==> src/rtl/lsu_dmem_port.sv <==
`default_nettype none
// ============================================================================
// Module   : lsu_dmem_port
// Brief    : RV32I load/store unit driving a req/ack data-memory port.
//            Optional REQ timeout enabled by defining LSU_TIMEOUT_EN.
// Revision : 1.0 - initial release
// ============================================================================
module lsu_dmem_port #(
    parameter int unsigned TIMEOUT_CYCLES = 16
) (
    input  logic        clk,
    input  logic        rst_n,
    input  logic        mem_read,
    input  logic        mem_write,
    input  logic [2:0]  funct3,
    input  logic [31:0] addr,
    input  logic [31:0] store_data,
    output logic [31:0] load_data,
    output logic        stall,
    output logic        done,
    output logic        misaligned,
    output logic        bus_error,
    output logic        dmem_req,
    output logic        dmem_we,
    output logic [31:0] dmem_addr,
    output logic [3:0]  dmem_be,
    output logic [31:0] dmem_wdata,
    input  logic [31:0] dmem_rdata,
    input  logic        dmem_ack
);

    localparam logic [1:0] c_ST_IDLE = 2'd0;
    localparam logic [1:0] c_ST_REQ  = 2'd1;
    localparam logic [1:0] c_ST_DONE = 2'd2;

    logic [1:0]  r_state;
    logic [2:0]  r_funct3;
    logic [1:0]  r_offset;

    logic        w_access;
    logic        w_is_word;
    logic        w_is_half;
    logic        w_misaligned;
    logic [3:0]  w_be;
    logic [31:0] w_wdata;
    logic [7:0]  w_lane_byte;
    logic [15:0] w_lane_half;
    logic [31:0] w_load_ext;

    assign w_access     = mem_read | mem_write;
    assign w_is_word    = funct3[1];
    assign w_is_half    = ~funct3[1] & funct3[0];
    assign w_misaligned = (w_is_word & (|addr[1:0])) | (w_is_half & addr[0]);

    // Held combinationally in IDLE so the issuing instruction never advances.
    assign stall = ((r_state == c_ST_IDLE) & w_access) | (r_state == c_ST_REQ);

    always_comb begin
        w_be    = 4'b0000;
        w_wdata = store_data;
        if (w_is_word) begin
            w_be    = 4'b1111;
            w_wdata = store_data;
        end else if (w_is_half) begin
            w_be    = 4'b0011 << {addr[1], 1'b0};
            w_wdata = {2{store_data[15:0]}};
        end else begin
            w_be    = 4'b0001 << addr[1:0];
            w_wdata = {4{store_data[7:0]}};
        end
    end

    assign w_lane_byte = dmem_rdata[{r_offset, 3'b000} +: 8];
    assign w_lane_half = r_offset[1] ? dmem_rdata[31:16] : dmem_rdata[15:0];

    always_comb begin
        w_load_ext = dmem_rdata;
        if (r_funct3[1]) begin
            w_load_ext = dmem_rdata;
        end else if (r_funct3[0]) begin
            w_load_ext = {{16{~r_funct3[2] & w_lane_half[15]}}, w_lane_half};
        end else begin
            w_load_ext = {{24{~r_funct3[2] & w_lane_byte[7]}}, w_lane_byte};
        end
    end

`ifdef LSU_TIMEOUT_EN
    localparam logic [7:0] c_TMO_LAST = 8'(TIMEOUT_CYCLES - 1);

    logic [7:0] r_tmo_cnt;
    logic       r_bus_error;

    assign bus_error = r_bus_error;
`else
    assign bus_error = 1'b0;
`endif

    always_ff @(posedge clk or negedge rst_n) begin
        if (!rst_n) begin
            r_state     <= c_ST_IDLE;
            r_funct3    <= 3'b000;
            r_offset    <= 2'b00;
            load_data   <= 32'd0;
            done        <= 1'b0;
            misaligned  <= 1'b0;
            dmem_req    <= 1'b0;
            dmem_we     <= 1'b0;
            dmem_addr   <= 32'd0;
            dmem_be     <= 4'b0000;
            dmem_wdata  <= 32'd0;
`ifdef LSU_TIMEOUT_EN
            r_tmo_cnt   <= 8'd0;
            r_bus_error <= 1'b0;
`endif
        end else begin
            done       <= 1'b0;
            misaligned <= 1'b0;
`ifdef LSU_TIMEOUT_EN
            r_bus_error <= 1'b0;
`endif
            case (r_state)
                c_ST_IDLE: begin
                    if (w_access) begin
                        if (w_misaligned) begin
                            r_state    <= c_ST_DONE;
                            done       <= 1'b1;
                            misaligned <= 1'b1;
                            load_data  <= 32'd0;
                        end else begin
                            r_state    <= c_ST_REQ;
                            r_funct3   <= funct3;
                            r_offset   <= addr[1:0];
                            dmem_req   <= 1'b1;
                            dmem_we    <= mem_write;
                            dmem_addr  <= {addr[31:2], 2'b00};
                            dmem_be    <= w_be;
                            dmem_wdata <= w_wdata;
`ifdef LSU_TIMEOUT_EN
                            r_tmo_cnt  <= 8'd0;
`endif
                        end
                    end
                end
                c_ST_REQ: begin
                    // An ack on the timeout edge still completes normally.
                    if (dmem_ack) begin
                        r_state  <= c_ST_DONE;
                        dmem_req <= 1'b0;
                        done     <= 1'b1;
                        if (!dmem_we) begin
                            load_data <= w_load_ext;
                        end
                    end
`ifdef LSU_TIMEOUT_EN
                    else if (r_tmo_cnt == c_TMO_LAST) begin
                        r_state     <= c_ST_DONE;
                        dmem_req    <= 1'b0;
                        done        <= 1'b1;
                        r_bus_error <= 1'b1;
                        if (!dmem_we) begin
                            load_data <= 32'd0;
                        end
                    end else begin
                        r_tmo_cnt <= r_tmo_cnt + 8'd1;
                    end
`endif
                end
                c_ST_DONE: begin
                    r_state <= c_ST_IDLE;
                end
                default: begin
                    r_state <= c_ST_IDLE;
                end
            endcase
        end
    end

endmodule
`default_nettype wire

==> config.mk <==
export PLATFORM = sky130hd
export DESIGN_NAME = lsu_dmem_port
export DESIGN_NICKNAME = d
export VERILOG_FILES = /design/src/rtl/lsu_dmem_port.sv
export SDC_FILE = /design/constraint.sdc
export NUM_CORES = 1
export LEC_CHECK = 0
export ABC_AREA = 1
export ABC_CLOCK_PERIOD_IN_PS = 1600
export CAP_MARGIN = 25
export CORE_MARGIN = 2
export CORE_UTILIZATION = 64
export CTS_BUF_LIST = sky130_fd_sc_hd__clkbuf_4 sky130_fd_sc_hd__clkbuf_8
export CTS_CLUSTER_DIAMETER = 60
export DETAILED_ROUTE_END_ITERATION = 10
export DONT_BUFFER_PORTS = 1
export PLACE_DENSITY = 0.8
export SYNTH_ARGS = -nofsm -noshare
export SYNTH_HDL_FRONTEND = slang
export SYNTH_SLANG_ARGS = --single-unit
==> constraint.sdc <==
create_clock -name clk -period 1.6 [get_ports clk]
set_input_delay 0.48 -clock clk [delete_from_list [all_inputs] [get_ports clk]]
set_output_delay 0.48 -clock clk [all_outputs]
set_load 0.01 [all_outputs]
==> flow_metrics.env <==
export IMPL_status="complete, but fails checks"
export IMPL_violations="hold timing"
export IMPL_drive_above_1_share=0.1151
export IMPL_rsz0062_at_grt="true"
export IMPL_fill_cells=682
export IMPL_clkTransAtPathRegs_ns=0.11
export IMPL_fin_skew_ns=0.01265
export IMPL_fp_dieH_um=95.29
export IMPL_max_freq_ghz=0.6314
export IMPL_hold_path_class="primary input to async pin"
export IMPL_design_area_um2=5652
export IMPL_seq_area_frac_synth=0.5114
export IMPL_slew_viol_final=0
export IMPL_worstPathArrival_ns=1.10
export IMPL_seq_area_um2=2730
export IMPL_via_count=4492
export IMPL_cts_sinks=109
export IMPL_synth_largest_area_cell="dfrtp_1"
export IMPL_worstSkewPairLatency_ns=0.37
export IMPL_path_class="register to output port"
export IMPL_drt_iter0_drc=301
export IMPL_cts_buffer_depth=2
export IMPL_ys_warn_count=0
export IMPL_grt_max_degree=110
export IMPL_dpl_cell_count=790
export IMPL_stdcell_count=809
export IMPL_grt_pass1_vias=4497
export IMPL_clockRootBuffer="clkbuf_8"
export IMPL_routed_top_layer="met4"
export IMPL_ir_drop_v=0.0008883
export IMPL_h_tree_depth=3
export IMPL_area_growth_pct=5.958
export IMPL_cts_tree="built"
export IMPL_drc=0
export IMPL_avgSynthCellArea_um2=7.587
export IMPL_maxCapViolations=0
export IMPL_gp_congestion=0.9700
export IMPL_min_period_over_period=0.9899
export IMPL_routed_via_density=5.553
export IMPL_synthTopCellsByArea="dfrtp_1 (51%), nand2_1 (25%), nor2_1 (3.8%), o21ai_0 (3.0%), nand2_2 (2.5%)"
export IMPL_core_area_um2=8134
export IMPL_diodes=0
export IMPL_cellLeakagePower_uw=0.003141
export IMPL_start_util=0.6557
export IMPL_antenna_found_initial=0
export IMPL_synth_cell_area_um2=5334
export IMPL_hpwlAfterDp_um=9694
export IMPL_cts_buffers=9
export IMPL_syn_inst=703
export IMPL_power_density_nw_per_um2=1944
export IMPL_met2_length_um=6534
export IMPL_drt_wl_total_um=13250
export IMPL_wl_met3_um=1456
export IMPL_post_drt_wl_per_cell_um=16.38
export IMPL_fin_ws_ns=0.01609
export IMPL_synth_seq_cells=109
export IMPL_period_needed_ns=1.584
export IMPL_grt_pass1_wl_um=21220
export IMPL_end_kind="output port"
export IMPL_ant_nets=0
export IMPL_wl_met1_um=4856
export IMPL_place_area_um2=5428
export IMPL_dr_pass1_iters=7
export IMPL_fin_util=0.6948
export IMPL_nNetsFinal=803
export IMPL_yosysUniqueCellTypes=29
export IMPL_post_place_ws_ns=0.07558
export IMPL_die_x_um=95.29
export IMPL_critPathLaunchType="register"
export IMPL_port_buffers=0
export IMPL_crit_fanout=2
export IMPL_synth_top_area_frac=0.5114
export IMPL_overflow=0
export IMPL_multi_input_area_um2=2301
export IMPL_num_rows=33
export IMPL_hold_viol=109
export IMPL_setup_viol=0
export IMPL_grt_use_total=0.3007
export IMPL_io_pins=210
export IMPL_dieArea_um2=9080
export IMPL_crit_required_ns=1.12
export IMPL_whs_ns=-0.2121
## what timing repair did
item / 4_1_cts / 5_1_grt
hold endpoints to repair: 109 / 109
setup buffers: 3 / 0
resized for setup: 5 / 2
setup endpoints to repair: 1 / 5
pin swaps: 1 / 1
## Yosys cell counts (all sizes together)
master and number:
a21oi 10, nand2 385, or2 1, dfrtp 109, inv 28, nand3 21
buf 29, o211ai 9, clkbuf 8, o21ai 34, nor2 58, nand4 10
conb 1
## cells by family after synthesis
group / count (synthesis) / share of synthesized area
and+or+nand+nor: 475 / 0.3718
DFF: 109 / 0.5114
buffers and inverters: 65 / 0.06146
AOI/OAI and AO/OA: 53 / 0.05465
other: 1 / 0.0007031
## power breakdown
group	switching (uW)	leakage (uW)	total (uW)	internal, uW
combinational	2510	0.00166	4000	1480
sequential	1470	0.00139	5390	3920
clock	1000	0.0000932	1590	592
## sequential cells by signal, summed over array words and instances, names as in the netlist
| register | cells |
|---|---|
| r_offset | 2 |
| dmem_req | 1 |
| done | 1 |
| dmem_wdata | 32 |
| load_data | 32 |
| r_state | 2 |
| r_funct3 | 3 |
| dmem_addr | 30 |
| dmem_we | 1 |
| misaligned | 1 |
| dmem_be | 4 |
## placed cells by master (no fill, tap or decap), types with 2 or more instances in the layout
cell type,n
buf_4,16
o21ai_1,2
inv_1,23
nand4_1,9
conb_1,3
clkbuf_8,9
o211ai_1,9
inv_2,5
dfrtp_2,2
clkinv_2,2
o21ai_0,32
nand2_1,359
nand2_2,24
nand3_1,17
dfrtp_1,107
nand3_4,2
nand3_2,2
nand2_4,2
a21oi_1,9
nor2_2,2
nor2_1,53
inv_6,3
nor2_4,2
buf_12,4
## per-layer routing
layer / GRT usage / vias to the layer above
met5: 0 / -
met3: 0.1051 / 38
met2: 0.5029 / 210
met1: 0.3528 / 2088
met4: 0.1244 / 0
li1: - / 2156
## final timing paths
check	endpoint	slack, ns	cells after the start	startpoint
worst min register to register	load_data[5]	0.55	2	load_data[5]
worst max register to register	dmem_addr[26]	0.15	7	r_state[0]
max in group asynchronous	dmem_be[2]	1.64	0	rst_n
worst max-delay path	stall	0.02	3	r_state[0]
min in group clk	r_state[0]	0.20	1	dmem_ack
worst min-delay path	r_funct3[2]	-0.21	0	rst_n
## final cells by class
class | instances | share of cell area
clock buffers | 9 | 0.02192
clock inverters | 7 | 0.01063
inverters | 28 | 0.01860
multi-input cells | 531 | 0.4071
flip-flops and latches | 109 | 0.4831
repair buffers | 20 | 0.03542
well taps | 105 | 0.02325
## critical path, cell delays in order, from the launching register on
cell and delay (ns):
dfrtp_2 0.44, nor2_4 0.14, nand2_2 0.08, nand2_2 0.08
## stage by stage
stage | TNS (ns) | total power [uW]
after floorplan | 0 | 8264
after global placement | 0 | 9114
after detailed placement | 0 | 9311
after CTS | 0 | 11000
after global routing | -0.01251 | 11800
final | 0 | 10990
No activity file was read; power rests on OpenSTA's default activity.
==> edit, RTL diff (same flow settings) <==
Build with the macro `LSU_TIMEOUT_EN` defined.
--- a/src/rtl/lsu_dmem_port.sv
+++ b/src/rtl/lsu_dmem_port.sv
@@ -6,4 +6,6 @@
 // Revision : 1.0 - initial release
 // ============================================================================
+`define LSU_TIMEOUT_EN
+
 module lsu_dmem_port #(
     parameter int unsigned TIMEOUT_CYCLES = 16
Behaviour: same outputs for any inputs over 4 cycles, from zero or initial values and one cycle with rst_n low; that may be too few to reach the edited logic, so the function may still have changed.
==> edit against the unedited design <==
  * The run ends with hold timing, setup timing left
  * Core utilization grew 5.5 points
  * First-iteration DRC count shrank 26%
  * Area after synthesis grew 5.8%
  * Clock power grew 78%
  * Wire length grew 8.1%
  * Sequential share of layout area shrank 2.6 points
  * Register-to-register slack lost 0.15 ns
  * Combinational power grew 5.8%
  * Power grew 19%
  * Setup slack lost 0.046 ns
  * Clock skew is essentially flat
  * Critical path depth is the same
  * Design area grew 15%
  * Sequential cell count grew 9
==> edit: results (changes against the unedited design) <==
reg2reg path depth=9 (+2); GR Util met1=34.5% (-0.79 points); post-synthesis sequential area ratio=52.3% (+1.2 points); Post-Synth Adder-Cell Area=0.222% (+0.22 points); number of nets in the layout=820 (+2.1%); post-synthesis mux area share=0.177% (+0.18 points); P_leak=3.34 nW (+6.2%); grt met2 use=47.7% (-2.6 points); 1st-pass router iterations=5 (-2); Post-DP Area=5800 um2 (+6.9%); PD cells=2010 nW/um2 (+3.6%); vias in the first global route=4796 (+6.6%); Multi-input comb cells=492 (-7.3%); invs w/o clock=51 (+82%); reg-to-reg endpoint=load_data[28]$_DFFE_PN0P_; met1 WL=5450 um (+12%); wire length per cell=17.1 um (+4.7%); clock latency on the worst-skew pair=0.42 ns (+0.05 ns); Worst R2R Setup Slack=0 ns (-0.15 ns); H-tree levels=4 (+1); crit-path max cell delay=0.46 ns (+0.02 ns); xor/xnor share of the synthesized area=0.621% (+0.62 points); clock network area share=6.38% (+3.1 points); first-pass GRT wire length=22300 um (+5.0%); Rows=34 (+3.0%); layout cell share with drive strength beyond 1=17.9% (+6.4 points); Total Neg Setup Slack=-0.0297 ns (-0.0297 ns); Peak VDD IR=1.03 mV (+16%); starting DRC count in detailed routing=224 (-26%); clk_skew=0.0131 ns (+0.000488 ns); critical path arrival=1.15 ns (+0.05 ns); CTS buffer count=17 (+8); status=complete, but fails checks; Buffers, non-clock=35 (+75%); hpwl dp=9770 um (+0.81%); Synth area leaders=dfrtp_1 52%, nand2_1 19%, o21ai_0 6.7%, inv_1 2.9%, nand3_2 2.1%; Sequential Area=2960 um2 (+8.2%); Worst Path Max Fanout=5 (+3); Sw Share=42.7% (-2.7 points); setup violators final=2 (+2); Hold Vio Cnt, Final=118 (+8.3%); crit path setup slack, layout=-0.0297 ns (-0.0458 ns); post-cts sizing count=11 (+6); gr usage total=28.8% (-1.2 points); Worst-path clk slew=0.08 ns (-0.03 ns); synth unique cells=34 (+17%); Synth Area in Compound Gates=11.6% (+6.1 points); RR Startpoint=r_state[1]$_DFFE_PN0P_; # fillers=597 (-12%); Vias/cell=5.74 (+3.4%); Met2 Wirelength=7230 um (+11%); failing checks=hold timing, setup timing; Comb power=4.23 mW (+5.8%); Setup Fix Bufs, Post-CTS=4 (+1); Clock Power Share=21.7% (+7.2 points); Hold WS=-0.247 ns (-0.0350 ns); routability cong.=0.977 (+0.69%)
## edit: cell count changes after synthesis, moves of 3 or more
cell	delta
nand2_1	-77
o21ai_0	+44
nor2_1	-33
inv_1	+21
nand2_2	-17
or2_2	+12
nand3_2	+10
dfrtp_1	+9
nand4_1	-9
a21boi_0	+8
o22ai_1	+7
o21ai_1	+5
nor3_1	+3
xor2_1	+3
## edit: worst register-to-register path: cells and delay by family, from the launching register on
family	cells	cell delay, ns
buf+inv	2	0.34
flops	1	0.46
simple gates	7	0.74
## edit: metrics by stage
step           hold slack (ns)  std cells  utilization, %  worst slack (ns)
2_1_floorplan            0.184        696               -            0.0384
3_3_place_gp             0.188        793            67.2           -0.0264
3_5_place_dp             0.188        793            67.2           -0.0463
4_1_cts                 -0.275        828            72.6           -0.0203
5_1_grt                 -0.274        835            74.9           -0.0944
6_report                -0.247        835            74.9           -0.0297
